--- src/rtl/reg_block_param.sv ---
// Parametrised register file with two read ports, one write port,
// exported one-hot decoders, optional write bypass and a dirty mask.
module reg_block_param #(
    parameter  int DW      = 16,
    parameter  int AW      = 3,
    parameter  int BYPASS  = 1,
    parameter  int R0_ZERO = 0,
    localparam int NREG    = 2**AW
) (
    input  logic            Clock,
    input  logic            nReset,
    input  logic            We,
    input  logic [AW-1:0]   RwIn,
    input  logic [DW-1:0]   WData,
    input  logic [AW-1:0]   Rs1In,
    input  logic [AW-1:0]   Rs2In,
    input  logic            Clr,
    output logic [NREG-1:0] Rs1,
    output logic [NREG-1:0] Rs2,
    output logic [NREG-1:0] Rw,
    output logic [DW-1:0]   Rs1Data,
    output logic [DW-1:0]   Rs2Data,
    output logic [NREG-1:0] Dirty
);

    localparam logic [NREG-1:0] ONE = NREG'(1);

    logic [DW-1:0]   regs_q [NREG];
    logic [NREG-1:0] dirty_q;
    logic [NREG-1:0] dirty_d;
    logic [NREG-1:0] wr_sel;

    assign Rs1 = ONE << Rs1In;
    assign Rs2 = ONE << Rs2In;
    assign Rw  = We ? (ONE << RwIn) : '0;

    // Rw still shows bit 0; only the storage/dirty path drops it.
    always_comb begin
        wr_sel = Rw;
        if (R0_ZERO != 0) begin
            wr_sel[0] = 1'b0;
        end
    end

    assign dirty_d = (Clr ? '0 : dirty_q) | wr_sel;

    always_ff @(posedge Clock or negedge nReset) begin
        if (!nReset) begin
            dirty_q <= '0;
            for (int i = 0; i < NREG; i++) begin
                regs_q[i] <= '0;
            end
        end else begin
            dirty_q <= dirty_d;
            for (int i = 0; i < NREG; i++) begin
                if (wr_sel[i]) begin
                    regs_q[i] <= WData;
                end
            end
        end
    end

    always_comb begin
        Rs1Data = regs_q[Rs1In];
        if (BYPASS != 0 && We && RwIn == Rs1In) begin
            Rs1Data = WData;
        end
        if (R0_ZERO != 0 && Rs1In == '0) begin
            Rs1Data = '0;
        end
    end

    always_comb begin
        Rs2Data = regs_q[Rs2In];
        if (BYPASS != 0 && We && RwIn == Rs2In) begin
            Rs2Data = WData;
        end
        if (R0_ZERO != 0 && Rs2In == '0) begin
            Rs2Data = '0;
        end
    end

    assign Dirty = dirty_q;

endmodule

--- config.mk ---
export PLATFORM = sky130hd
export DESIGN_NAME = reg_block_param
export DESIGN_NICKNAME = d
export VERILOG_FILES = /design/src/rtl/reg_block_param.sv
export SDC_FILE = /design/constraint.sdc
export NUM_CORES = 1
export LEC_CHECK = 0
export BUFFER_PORTS_ARGS = -buffer_cell sky130_fd_sc_hd__buf_2
export CAP_MARGIN = 20
export CORE_ASPECT_RATIO = 1.2
export CORE_MARGIN = 5
export CORE_UTILIZATION = 59
export DETAILED_ROUTE_END_ITERATION = 8
export PLACE_DENSITY = 0.88
export SKIP_LAST_GASP = 1
export SYNTH_ARGS = -nofsm -noshare
export SYNTH_HDL_FRONTEND = slang
export SYNTH_SLANG_ARGS = --single-unit
--- constraint.sdc ---
create_clock -name Clock -period 2.7 [get_ports Clock]
set_input_delay 0.54 -clock Clock [delete_from_list [all_inputs] [get_ports Clock]]
set_output_delay 0.54 -clock Clock [all_outputs]
set_load 0.02 [all_outputs]
### Yosys cells after proc, flatten, opt, wreduce, memory -nomap -nowiden

Index checks and enable logic that the tools add are counted.

* flip-flop bits (word level): 136
* input bits: 29
* output and inout port bits: 64
* logic and storage cells: 31

* $lt $le $gt $ge: 2
* eq/ne operators: 2
* shift-type cells: 3
* muxes and demuxes: 10
* bitwise gates (word level): 3
* reduce and logical (&&, ||, !) cells: 2

Operator list (count)
* $bmux W16 S3: 2
* $mux W16: 6
* $shl A1 B3 Y8 const A: 3
* $mux W8: 2
* $ge A4 B4 Y1 const B: 2
* $not A3 Y4: 2
* $or A8 B8 Y8: 1
* $eq A3 B3 Y1: 2
* $logic_and A1 B1 Y1: 2

### Logic depth before layout (Yosys ltp)

Gate-level depths: netlist of the first run.

* depth after elaboration: 5
* gate-level depth with buffers: 6
* depth with buffers taken out: 3

### Worst setup path before layout of the first run

OpenSTA, ideal clock, no wires.

* path kind: input to output
* from: input Rs2In[2]
* to: output Rs2Data[13]
* arrival: 1.972 ns
* data required time: 2.160 ns
* path slack: 0.188 ns
* stages: 6
* path buffers: 3
* cell sequence: buf_2 buf_6 clkbuf_1 mux4_2 mux2_2 mux2_2

* cells in the longest elaborated chain, start to end: 5
* elaborated cells between the ends (all ways): 7
* classes of those cells: eq/ne (1); mux (4); bitwise (1); reduce/logical (1)

RTL lines
* start: declaration: RTL line 16 `input logic [AW-1:0] Rs2In,`
* $not A3 Y4 (not written as such): RTL line 74 `Rs2Data = regs_q[Rs2In];`
* $bmux W16 S3: RTL line 74
* $mux W16 (not written as such) (2 in a row): RTL line 74
* $mux W16 (*): RTL line 75 `if (BYPASS != 0 && We && RwIn == Rs2In) begin`
* end: declaration: RTL line 22 `output logic [DW-1:0] Rs2Data,`

Mark *: on every way between the ends. The rest lies on a longest branch, timed or not. The select of a mux whose other input is x is not followed.

### Final worst setup path of the first run

* from: input Rs1In[0]
* to: output Rs1Data[0]

* cells in the longest elaborated chain, start to end: 5
* elaborated cells between the ends (all ways): 7
* classes of those cells: eq/ne (1); mux (4); bitwise (1); reduce/logical (1)

RTL lines
* start: declaration: RTL line 15 `input logic [AW-1:0] Rs1In,`
* $not A3 Y4 (not written as such): RTL line 64 `Rs1Data = regs_q[Rs1In];`
* $bmux W16 S3: RTL line 64
* $mux W16 (not written as such) (2 in a row): RTL line 64
* $mux W16 (*): RTL line 65 `if (BYPASS != 0 && We && RwIn == Rs1In) begin`
* end: declaration: RTL line 21 `output logic [DW-1:0] Rs1Data,`

Marked as above.

==> results of run 1 <==
## power by group
group          switching (uW)  leakage (uW)  internal, uW  total (uW)
clock                     826      0.000307          1610        2440
combinational             794       0.00238          1120        1910
sequential                345       0.00164          2470        2820
## cell families after synthesis
kind of cell / after synthesis
buffers and inverters: 63
multiplexers: 256
AND/OR/NAND/NOR: 31
AO/OA/AOI/OAI: 8
flip-flops: 136
XOR/XNOR: 6
## metrics by stage
stage               instances  setup WS, ns   util  area [um^2]  TNS, ns
floorplan                 500         0.188      -         7910        0
global placement          731       0.00549  0.652         8590        0
detailed placement        731       -0.0321  0.652         8590   -0.138
CTS                       766       -0.0191  0.705         9290  -0.0308
finish                    769       0.00745  0.710         9360        0
global route              769       -0.0167  0.710         9360  -0.0493
## cell usage after synthesis (all sizes together)
cell type / count / area [um^2]
nor3b: 8 / 60.1
xnor2: 6 / 52.6
clkbuf: 13 / 58.8
nand4: 3 / 18.8
mux4: 64 / 1650
nor2: 3 / 11.3
nand2b: 1 / 6.26
buf: 45 / 272
and3: 2 / 13.8
nor3: 4 / 30.0
nand2: 4 / 15.0
inv: 5 / 18.8
dfrtp: 136 / 3400
nand4b: 3 / 26.3
a21o: 8 / 60.1
and3b: 3 / 27.5
mux2: 192 / 2190
## per-layer routing
metal / up-vias / global-route usage
met4: 0 / 0.0935
met2: 244 / 0.459
met5: - / 0
li1: 2142 / -
met1: 2693 / 0.340
met3: 48 / 0.0540
## timing repair
item | in CTS | in global routing
gates resized for setup | 5 | 9
buffers inserted | 2 | 1
setup endpoints to repair | 17 | 18
gates cloned | 2 | 2
## final timing paths
path | start | endpoint | slack, ns | cells after the start
setup / recovery | Rs1In[0] | Rs1Data[0] | 0.007 | 6
hold / removal | nReset | regs_q[62] | 0.20 | 2
setup reg to reg | regs_q[113] | regs_q[113] | 1.83 | 1
hold reg to reg | Dirty[0] | Dirty[0] | 0.48 | 1
max in group asynchronous | nReset | regs_q[86] | 1.92 | 2
min in group Clock | Dirty[0] | Dirty[0] | 0.48 | 1
## registers in the layout (all words and copies together) (netlist names)
signal	count
regs_q	128
Dirty	8
## final cells by class
class                           count  area, um^2  share of cell area
Clock buffer                       23         478              0.0510
Clock inverter                      8         144              0.0154
Inverter                            5        18.8             0.00200
Multi-Input combinational cell    301        4170               0.445
Sequential cell                   136        3400               0.363
Tap cell                          168         210              0.0225
Timing Repair Buffer              128         938               0.100
==> impl_metrics.tcl, run 1 <==
set metrics [dict create \
    whs_ns 0.203 \
    p_per_area_nw_per_um2 765 \
    rsz0062_at_grt "yes" \
    synth_area_um2 7910 \
    highest_layer "met4" \
    cts_tree "built" \
    hold_violations 0 \
    synthAdderAreaFrac 0 \
    die_area_um2 15800 \
    crit_family "multiplexers" \
    critPathMaxStageDelay_ns 0.57 \
    dr_total_vias 5127 \
    first_pass_iters 5 \
    tightest_slew_ns 0.742 \
    met2WireLength_mm 10.8 \
    drt-met1-wl_mm 7.99 \
    power_uw 7170 \
    mostFrequentLayoutCells "mux2_2 (184), dfrtp_1 (136), buf_2 (88)" \
    min_period_ns 2.69 \
    worst_setup_path_start_kind "primary input" \
    finClkSkew_ns 0 \
    post_drt_wl_per_cell_um 26.8 \
    ys_seq_area_frac 0.430 \
    route.met3.wl_mm 1.28 \
    synthMuxAreaShare 0.485 \
    yosysWarningCount 0 \
    slew_viol_final 0 \
    avgSynthCellArea_um2 15.8 \
    critPathMaxFanout 12 \
    synthSimpleGateAreaFrac 0.0264 \
    synth_compound_area_frac 0.00759 \
    nFillCells 809 \
    io_pins 93 \
    clock-root-buffer "clkbuf_16" \
    max_freq_mhz 371 \
    numPortBuffers 92 \
    cts.sinks 136 \
    critPathCaptureType "output pin" \
    die_w_um 116 \
    cts_hold_buf 0 \
    synth_nets 529 \
    hpwl_mm 12.5 \
    layout_commonest_cell "mux2_2" \
    arrival_ns 2.15 \
    vias_per_cell 6.67 \
    slew-limit-headroom 0.505 \
    n_antenna_cell 0 \
    grt_start_max_net_pins 137 \
    setup_viol 0 \
    critPathRequiredTime_ns 2.16 \
    grt_pass1_wl_mm 31.6 \
    wl_mm 20.6 \
    core_um2 13200 \
    clock_latency_ns 0.41 \
    cts_max_level 4 \
    synth_top_family_by_area "multiplexers" \
    period_share 0.997 \
    leakage_uw 0.00433 \
    final_nets 618 \
    syn_inst 500 \
    synth_xor_area_frac 0.00664 \
    cts_inserted_buffers 17 \
    gr-usage-all-layers 0.268 \
    clkTransAtPathRegs_ns 0.06 \
    cap_violations 0 \
    die_h_um 137 \
    outcome "finished, final reports clean" \
    drive_gt1_frac 0.607 \
    gr-total-overflow 0 \
    start_util 0.600 \
    holdCritPathClass "in2async" \
    crit_chain "buf_6 -> buf_12 -> mux4_1 -> mux2_2 -> mux2_2 -> buf_2" \
    critical_path_buf_inv_count 3 \
    crit_slowest_cell "mux4_1" \
    grt_pass1_vias 5437 \
    ys_seq_elements 136 \
    worstSetupPathType "in2out" \
    place.gp.congestion 0.819 \
    drtIter0Drc 431 \
    placementRows 46 \
    syn_to_final_growth_pct 18.3 \
    ant_nets 0 \
    ir_drop_v 0.000541 \
    clk_path_buf_depth 2 \
    crit_top_cell "mux2_2" \
    ys_types 26 \
    drc 0 \
    grt_antenna_before_repair 0 \
]
Power figures use the tool's default switching activity.
==> run 2, diff against run 1 <==
--- a/config.mk
+++ b/config.mk
@@ -12,6 +12,7 @@
 export CORE_UTILIZATION = 59
 export DETAILED_ROUTE_END_ITERATION = 8
 export PLACE_DENSITY = 0.88
+export REMOVE_ABC_BUFFERS = 1
 export SKIP_LAST_GASP = 1
 export SYNTH_ARGS = -nofsm -noshare
 export SYNTH_HDL_FRONTEND = slang
==> impl_metrics.tcl, run 2 (same netlist as run 1, synthesis figures left out) <==
set metrics [dict create \
    start_util 0.600 \
    critPathMaxStageDelay_ns 0.61 \
    placementRows 46 \
    cts_max_level 4 \
    grt_antenna_before_repair 0 \
    ir_drop_v 0.000475 \
    slew-limit-headroom 0.708 \
    setup_ws_ns -0.0210 \
    layout_commonest_cell "mux2_2" \
    vias_per_cell 6.91 \
    rsz0062_at_grt "yes" \
    post_drt_wl_per_cell_um 29.5 \
    top_register "regs_q" \
    core_um2 13200 \
    drtIter0Drc 419 \
    syn_to_final_growth_pct 19.2 \
    wl_mm 22.8 \
    cp-startpoint "Rs1In[0]" \
    grt_start_max_net_pins 81 \
    largest_register_ffs 128 \
    leakage_uw 0.00435 \
    cts.sinks 136 \
    mostFrequentLayoutCells "mux2_2 (184), dfrtp_1 (136), buf_2 (89)" \
    n_antenna_cell 0 \
    r2r-start "regs_q[120]" \
    dp_cells 735 \
    violations "setup timing" \
    outcome "complete, but fails checks" \
    hold_violations 0 \
    p_per_area_nw_per_um2 779 \
    stdcell_count 773 \
    setup_viol 3 \
    period_share 1.01 \
    worst_setup_path_start_kind "primary input" \
    critPathCaptureType "output pin" \
    die_h_um 137 \
    holdCritPathClass "in2async" \
    power_uw 7350 \
    tightest_slew_ns 0.438 \
    min_period_ns 2.72 \
    finClkSkew_ns 0 \
    grt_pass1_vias 5731 \
    critPathRequiredTime_ns 2.16 \
    cts_inserted_buffers 17 \
    cap_violations 0 \
    critical_path_buf_inv_count 3 \
    drc 0 \
    first_pass_iters 6 \
    crit_slowest_cell "mux4_1" \
    cts_tree "built" \
    gr-total-overflow 0 \
    place.gp.congestion 0.810 \
    crit_family "multiplexers" \
    drive_gt1_frac 0.617 \
    hpwl_mm 13.3 \
    critPathMaxFanout 8 \
    dr_total_vias 5345 \
    clock_latency_ns 0.42 \
    slew_viol_final 0 \
    die_area_um2 15800 \
    io_pins 93 \
    ant_nets 0 \
    clock-root-buffer "clkbuf_16" \
    gr-usage-all-layers 0.292 \
    fin_area_um2 9430 \
    final_nets 621 \
    numPortBuffers 92 \
    clkTransAtPathRegs_ns 0.06 \
    die_w_um 116 \
    placed_area_um2 8640 \
    arrival_ns 2.18 \
    clk_path_buf_depth 2 \
    max_freq_mhz 368 \
    whs_ns 0.117 \
    worstSetupPathType "in2out" \
    r2r_setup_slack_ns 1.83 \
    crit_chain "buf_8 -> buf_12 -> mux4_1 -> mux2_2 -> mux2_4 -> buf_2" \
    grt_pass1_wl_mm 33.7 \
]
## run 2: cell types whose count changed in the layout (fill, tap and decap cells not counted), sizes merged
| cell | delta |
|---|---|
| clkbuf | -5 |
| clkinvlp | +5 |
| buf | +3 |
| inv | +2 |
| clkinv | -1 |
## run 2: final cells by class
class / count / area [um^2]
Multi-Input combinational cell: 301 / 4170
Sequential cell: 136 / 3400
Clock buffer: 18 / 439
Tap cell: 168 / 210
Clock inverter: 14 / 198
Inverter: 5 / 18.8
Timing Repair Buffer: 131 / 991
Fill cell: 776 / 3750
## run 2: repair_timing
| action | in CTS | in global routing |
|---|---|---|
| resized for setup | 8 | 6 |
| setup endpoints to repair | 16 | 17 |
| pin swaps | 0 | 0 |
| hold buffers | 0 | 0 |
| setup buffers | 0 | 1 |
| gates cloned | 3 | 2 |
## run 2: power by group
part	switching [uW]	internal, uW
sequential	394	2470
combinational	838	1120
clock	944	1580
total	2180	5170
## run 2: path summary, 6_finish.rpt
kind	cells after the start	to
max	6	Rs1Data[3]
min	2	regs_q[108]
max reg2reg	1	regs_q[120]
min reg2reg	1	Dirty[7]
max in group asynchronous	2	regs_q[100]
min in group Clock	1	Dirty[7]
## run 2: stage by stage
| stage | setup TNS (ns) | worst slack [ns] | util |
|---|---|---|---|
| floorplan | -10.20 | -0.310 | - |
| global route | -0.142 | -0.0375 | 0.716 |
| global placement | 0 | 0.0105 | 0.655 |
| detailed placement | -0.0914 | -0.0255 | 0.655 |
| CTS | -0.0648 | -0.0246 | 0.711 |
| finish | -0.0432 | -0.0210 | 0.716 |
## run 2: layer usage
layer | vias to the layer above | part of all wire | track usage
li1 | 2147 | - | -
met1 | 2762 | 0.36 | 0.355
met2 | 334 | 0.51 | 0.495
met3 | 102 | 0.071 | 0.0615
met4 | 0 | 0.056 | 0.148
met5 | - | 0 | 0
